File: src/rtl/sram_bus_arbiter.sv
// sram_bus_arbiter: shares one SRAM-like memory port between the instruction
// fetch master and the data load/store master. Data has priority, and a
// saturating streak counter forces an instruction grant after MAX_STREAK
// back-to-back data grants while instruction fetch is waiting. Only one
// transaction is in flight at a time, and its response is returned to the
// master that issued it.
module sram_bus_arbiter #(
   parameter int MAX_STREAK = 4
) (
   input  logic        clk,
   input  logic        resetn,
   // instruction master
   input  logic        inst_req,
   input  logic        inst_wr,
   input  logic [1:0]  inst_size,
   input  logic [3:0]  inst_wstrb,
   input  logic [31:0] inst_addr,
   input  logic [31:0] inst_wdata,
   output logic        inst_addr_ok,
   output logic        inst_data_ok,
   output logic [31:0] inst_rdata,
   // data master
   input  logic        data_req,
   input  logic        data_wr,
   input  logic [1:0]  data_size,
   input  logic [3:0]  data_wstrb,
   input  logic [31:0] data_addr,
   input  logic [31:0] data_wdata,
   output logic        data_addr_ok,
   output logic        data_data_ok,
   output logic [31:0] data_rdata,
   // memory port
   output logic        mem_req,
   output logic        mem_wr,
   output logic [1:0]  mem_size,
   output logic [3:0]  mem_wstrb,
   output logic [31:0] mem_addr,
   output logic [31:0] mem_wdata,
   input  logic        mem_addr_ok,
   input  logic        mem_data_ok,
   input  logic [31:0] mem_rdata
);

   typedef enum logic [1:0] {
      S_IDLE = 2'd0,
      S_ADDR = 2'd1,
      S_RESP = 2'd2
   } state_e;

   localparam logic [3:0] STREAK_MAX = 4'(MAX_STREAK);

   // owner encoding: 1'b0 = instruction master, 1'b1 = data master
   state_e      state_q, state_d;
   logic        owner_q, owner_d;
   logic [3:0]  streak_q, streak_d;
   logic        grant_data_s;
   logic        owner_req_s;

   // Arbitration: data wins unless instruction fetch has waited out a full streak.
   always_comb begin
      grant_data_s = data_req && !(inst_req && (streak_q == STREAK_MAX));
   end

   // Request line of whichever master currently owns the port.
   always_comb begin
      owner_req_s = owner_q ? data_req : inst_req;
   end

   // Next-state logic for state, owner and streak counter.
   always_comb begin
      state_d  = state_q;
      owner_d  = owner_q;
      streak_d = streak_q;
      case (state_q)
         S_IDLE: begin
            if (data_req || inst_req) begin
               state_d = S_ADDR;
               owner_d = grant_data_s;
               if (grant_data_s && inst_req) begin
                  // inst is being passed over: count toward the starvation limit
                  if (streak_q >= STREAK_MAX) begin
                     streak_d = STREAK_MAX;
                  end else begin
                     streak_d = streak_q + 4'd1;
                  end
               end else begin
                  // inst granted, or data granted with nobody waiting
                  streak_d = 4'd0;
               end
            end else begin
               state_d = S_IDLE;
            end
         end
         S_ADDR: begin
            if (!owner_req_s) begin
               // owner withdrew its request before acceptance: abandon quietly
               state_d = S_IDLE;
            end else if (mem_addr_ok) begin
               state_d = S_RESP;
            end else begin
               state_d = S_ADDR;
            end
         end
         S_RESP: begin
            if (mem_data_ok) begin
               state_d = S_IDLE;
            end else begin
               state_d = S_RESP;
            end
         end
         default: begin
            state_d  = S_IDLE;
            owner_d  = 1'b0;
            streak_d = 4'd0;
         end
      endcase
   end

   // Arbiter state registers; reset drops any transaction in flight.
   always_ff @(posedge clk or negedge resetn) begin
      if (!resetn) begin
         state_q  <= S_IDLE;
         owner_q  <= 1'b0;
         streak_q <= 4'd0;
      end else begin
         state_q  <= state_d;
         owner_q  <= owner_d;
         streak_q <= streak_d;
      end
   end

   // Memory-side request: owner's fields pass through only while in ADDR.
   always_comb begin
      mem_req      = 1'b0;
      mem_wr       = 1'b0;
      mem_size     = 2'd0;
      mem_wstrb    = 4'd0;
      mem_addr     = 32'd0;
      mem_wdata    = 32'd0;
      inst_addr_ok = 1'b0;
      data_addr_ok = 1'b0;
      if (state_q == S_ADDR) begin
         mem_req = owner_req_s;
         if (owner_q) begin
            mem_wr       = data_wr;
            mem_size     = data_size;
            mem_wstrb    = data_wstrb;
            mem_addr     = data_addr;
            mem_wdata    = data_wdata;
            data_addr_ok = mem_addr_ok;
         end else begin
            mem_wr       = inst_wr;
            mem_size     = inst_size;
            mem_wstrb    = inst_wstrb;
            mem_addr     = inst_addr;
            mem_wdata    = inst_wdata;
            inst_addr_ok = mem_addr_ok;
         end
      end else begin
         mem_req = 1'b0;
      end
   end

   // Response routing: read data is shared, only the owner's data_ok fires in RESP.
   always_comb begin
      inst_rdata   = mem_rdata;
      data_rdata   = mem_rdata;
      inst_data_ok = 1'b0;
      data_data_ok = 1'b0;
      if (state_q == S_RESP) begin
         inst_data_ok = mem_data_ok && !owner_q;
         data_data_ok = mem_data_ok && owner_q;
      end else begin
         inst_data_ok = 1'b0;
      end
   end

endmodule

File: config.mk
export PLATFORM = sky130hd
export DESIGN_NAME = sram_bus_arbiter
export DESIGN_NICKNAME = d
export VERILOG_FILES = /design/src/rtl/sram_bus_arbiter.sv
export SDC_FILE = /design/constraint.sdc
export NUM_CORES = 1
export LEC_CHECK = 0
export BUFFER_PORTS_ARGS = -buffer_cell sky130_fd_sc_hd__buf_2
export CORE_AREA = 4 4 122 124
export CTS_CLUSTER_DIAMETER = 40
export DETAILED_ROUTE_END_ITERATION = 10
export DIE_AREA = 0 0 126 128
export GPL_TIMING_DRIVEN = 0
export PLACE_DENSITY_LB_ADDON = 0.2
export SYNTH_ARGS = -nofsm -noshare
export SYNTH_HDL_FRONTEND = slang
export SYNTH_SLANG_ARGS = --single-unit
export TNS_END_PERCENT = 20
File: constraint.sdc
create_clock -name clk -period 3.9 [get_ports clk]
set_input_delay 0 -clock clk [delete_from_list [all_inputs] [get_ports clk]]
set_output_delay 0 -clock clk [all_outputs]
set_load 0.01 [all_outputs]
Word-level counts from Yosys, hierarchy flattened. Index checks and enable logic that the tools add are counted.

Bits in registers: 7. Latch bits: 0. Bits in writable memories: 0. ROM bits: 0. Input bits: 180. Output and inout port bits: 140. Word-level logic and storage cells: 50. Memories: 0.

Add/subtract/negate cells: 1. $mul: 0. Div/mod/pow operators: 0. Order comparisons: 1. Equal/unequal tests: 4. Shift operators: 0. Multiplexer cells: 29. Bitwise logic cells: 1. Reductions and logical operators: 11.

Operators with widths (number): 2-to-1 mux 32 bit (4); 2-to-1 mux 4 bit (5); 2-to-1 mux 1 bit (12); 2-to-1 mux 2 bit (5); case mux 4 bit (2 select lines) (1); case mux 2 bit (3 select lines) (1); logical AND 1 bit (5); adder 4 x 1 -> 4 bit, second input constant (1); == test 4 x 3 -> 1 bit, second input constant (1); >= comparator 4 x 3 -> 1 bit, second input constant (1); == test 2 x 1 -> 1 bit, second input constant (1); == test 2 bit, second input constant (1); zero test 1 bit (2); zero test 2 bit (1); inequality test 2 bit, second input constant (1); case mux 1 bit (2 select lines) (1); AND reduction 2 bit (1); OR reduction 2 bit (1); logical OR 1 bit (1); NOT 1 bit (1).

Logic depth before layout (Yosys ltp).
Depth in word-level cells: 8. Depth in mapped cells: 5. Depth with buffers taken out: 5.

Worst setup path after synthesis. OpenSTA, ideal clock, no wires.

Path kind: register -> register. From: register state_q[0]. To: register streak_q[0]. Setup time: 0.065 ns. Arrival time: 1.262 ns. Slack: 2.574 ns. Cell stages (with the launch flop): 6. Path buffers: 0. Period minus slack after synthesis: 1.326 ns. Path through: dfrtp_1 -> inv_1 -> ha_1 -> nand4b_1 -> nor3_1 -> mux2_2.

Cells in the longest elaborated chain, start to end: 4. Elaborated cells between the ends (all ways): 8. Those cells by class: 3 x eq/ne; 1 x mux; 1 x bitwise; 3 x reduce/logical.

RTL lines: from (decl) (RTL line 53) `state_e state_q, state_d;`; from (signal assigned) (RTL line 126) `state_q <= state_d;`; == test 2 x 1 -> 1 bit or == test 2 bit (tied branches) (RTL line 74) `case (state_q)`; OR reduction 2 bit (no line); NOT 1 bit (no line); AND reduction 2 bit (no line); to (signal assigned) (RTL line 128) `streak_q <= streak_d;`; to (decl) (RTL line 55) `logic [3:0] streak_q, streak_d;`.

Parallel ways exist; a longest one is shown, timed or not. A chain may end at the register's enable or synchronous reset.

Worst setup path in the final report.
From: register state_q[1]. To: output mem_addr[4].

Cells in the longest elaborated chain, start to end: 2.

RTL lines: == test 2 x 1 -> 1 bit (RTL line 142) `if (state_q == S_ADDR) begin`; 2-to-1 mux 32 bit (RTL line 142); to (decl) (RTL line 37) `output logic [31:0] mem_addr,`.

Every way passes these cells.

==> results.cfg <==
[outcome]
status = completed

[logic_synthesis]
netlist_area_um2 = 2200
syn_area_per_cell_um2 = 8.20
ys.flop_type = dfrtp_1
synth-xor-area-share = 0
synth_seq_cells = 7
synth-simple-area-share = 0.246
synth-compound-area-share = 0.0245
synth_top_area_share = 0.323
ys_seq_area_frac = 0.0797
yosys.area.top_type = mux2i_1
postSynth.asyncResetShare = 1.00
synthCells = 268
muxShareOfSynthArea = 0.334
synthTopCellsByArea = mux2i_1, buf_4, nor2b_1
synth_top_family_by_area = multiplexers
synth_nets = 454
synth_cell_types = 26
synthAdderAreaFrac = 0.0341
ys_warn_count = 0
synth_edf_count = 0

[critical_path]
critPathKind = register to primary output
required_ns = 3.90
crit_path_start_kind = register
arrival_ns = 1.86
end_kind = primary output
rr_worst_depth = 5
cp_max_fo = 10

[layout]
n_antenna_cell = 0
final_nets = 747
drive_gt1_frac = 0.654
area_delta_synth_final_pct = 79.6
post-route-util = 0.287

[sta]
layout_worst_path_cycle_share = 0.476
fin_skew_ns = 0.00392
fmax_mhz = 539
whs_ns = 0.0795
setup_tns_ns = 0
setup_violations = 0
fin_crit_ns = 1.86
tightest_slew_ns = 0.382
fin_ws_ns = 2.04
relSlewSlack = 0.746
drv_slew = 0
rsz0062_at_grt = false
hold_viol = 0

[cts]
path_clk_slew_ns = 0.04
cts_buffers = 3
htree_levels = 1
insertion_delay_ns = 0.23
ctsResizeCount = 0
clk_path_buf_depth = 2
cts_tree = done
clock-sinks = 7
cts-root-buf = clkbuf_16

[routing]
vias = 2802
drt-initial-drc-count = 34
wl_per_cell_um = 12.9
routed_wl_mm = 9.53
dr.pass1.iters = 4
avgViaCountPerCell = 3.79
drc = 0
postRouteAntennaNets = 0

[floorplanning]
die_x_um = 126
die_y_um = 128
coreArea_um2 = 13800
rows = 43
start_util = 0.160
die_area_um2 = 16100
ios = 320

[global_routing]
grt_max_degree = 11
grt_pass1_wl_mm = 13.8
grt_overflow = 0
grt_antenna_before_repair = 0
grt_pass1_vias = 2820
grt_use_total = 0.103

[pwr]
swShare = 0.455
cellPowerDensity_nw_per_um2 = 462
peakVddDrop_mv = 0.501
intPower_mw = 0.994
p_clk_frac = 0.095
pwr-share-seq = 0.059
combinationalPowerShare = 0.846
switching_power_mw = 0.831
p_leak_nw = 2.27

[min_path]
holdPathStages = 3
hp-class = primary input to register

[job]
cap_violations = 0

[placement]
io_buffer_count = 287
gp_congestion = 0.787
post-place-ws_ns = 2.19
hpwl_mm = 8.43
power groups by stage:
stage	Combinational, mW	Sequential (mW)	Clock, mW
finish	1.54	0.107	0.174
CTS	1.59	0.108	0.177
global placement	1.57	0.108	0
floorplan	1.02	0.106	0
detailed placement	1.58	0.109	0
global route	1.70	0.111	0.186
synth_stat cells, drive strengths merged, types with 3 or more instances:
master and count:
ha 6, nor2 6, nor2b 71, clkbuf 7, mux2i 71, dfrtp 7, inv 6, nand4b 3
buf 73
layout make-up:
| cell class | instances | area [um2] |
|---|---|---|
| buffer | 80 | 598 |
| inverter | 6 | 22.5 |
| sequential | 7 | 175 |
| fill | 1539 | 9820 |
| multi-input combinational | 175 | 1400 |
| tap | 180 | 225 |
| timing repair buffer | 288 | 1450 |
| clock buffer | 4 | 78.8 |
metal layers:
layer	wire, um	part of all wire	vias to the layer above	GRT usage
met5	0	0	-	0
li1	-	-	1406	-
met3	858	0.090	6	0.0217
met4	61	0.0064	0	0.00946
met1	3490	0.37	1238	0.120
met2	5120	0.54	152	0.198
sequential cells by signal, indices dropped and copies added (netlist names):
signal and count:
state_q 2, streak_q 4, owner_q 1
timing repair:
action                                 in CTS  in global routing
hold buffers                                1                  0
endpoints found under the hold margin       7                  0
buffers inserted                            0                  0
through the flow:
step	instance area [um2]	power (mW)	std cells
2_1_floorplan	2200	1.12	268
3_3_place_gp	3860	1.67	735
3_5_place_dp	3860	1.69	735
4_1_cts	3950	1.87	740
5_1_grt	3950	2.00	740
6_report	3950	1.82	740
placed cells by master, fill, tap and decap left out, types with 5 or more instances in the layout:
cell type and instances:
nor2b_1 71, buf_4 65, clkbuf_1 8, buf_2 288, ha_1 6, mux2i_1 71
dfrtp_1 7, nor2_1 6, inv_1 5, buf_6 7
cell families (layout without fill, tap and decap cells):
group                      count (synthesis)  in the layout
and+or+nand+nor                           88             88
buffers and inverters                     86            378
muxes                                     73             73
AOI/OAI and AO/OA                          8              8
DFF                                        7              7
adders and majority gates                  6              6
worst max-delay path, stage by stage, from the launching register on:
cell      delay (ns)
dfrtp_1         0.39
inv_1           0.08
ha_1            0.23
buf_2           0.26
clkbuf_1        0.31
nor2b_1         0.20
buf_2           0.15
final timing paths:
check | slack [ns] | end | start
worst max-delay path | 2.04 | mem_addr[4] | state_q[1]$_DFF_PN0_
worst min-delay path | 0.08 | state_q[1]$_DFF_PN0_ | mem_addr_ok
min in group asynchronous | 0.13 | streak_q[2]$_DFFE_PN0P_ | resetn
max in group asynchronous | 3.60 | streak_q[3]$_DFFE_PN0P_ | resetn
worst max register to register | 2.44 | streak_q[0]$_DFFE_PN0P_ | state_q[0]$_DFF_PN0_
worst min register to register | 0.54 | streak_q[1]$_DFFE_PN0P_ | streak_q[1]$_DFFE_PN0P_
Note: power is estimated with default switching activity, not from simulation.
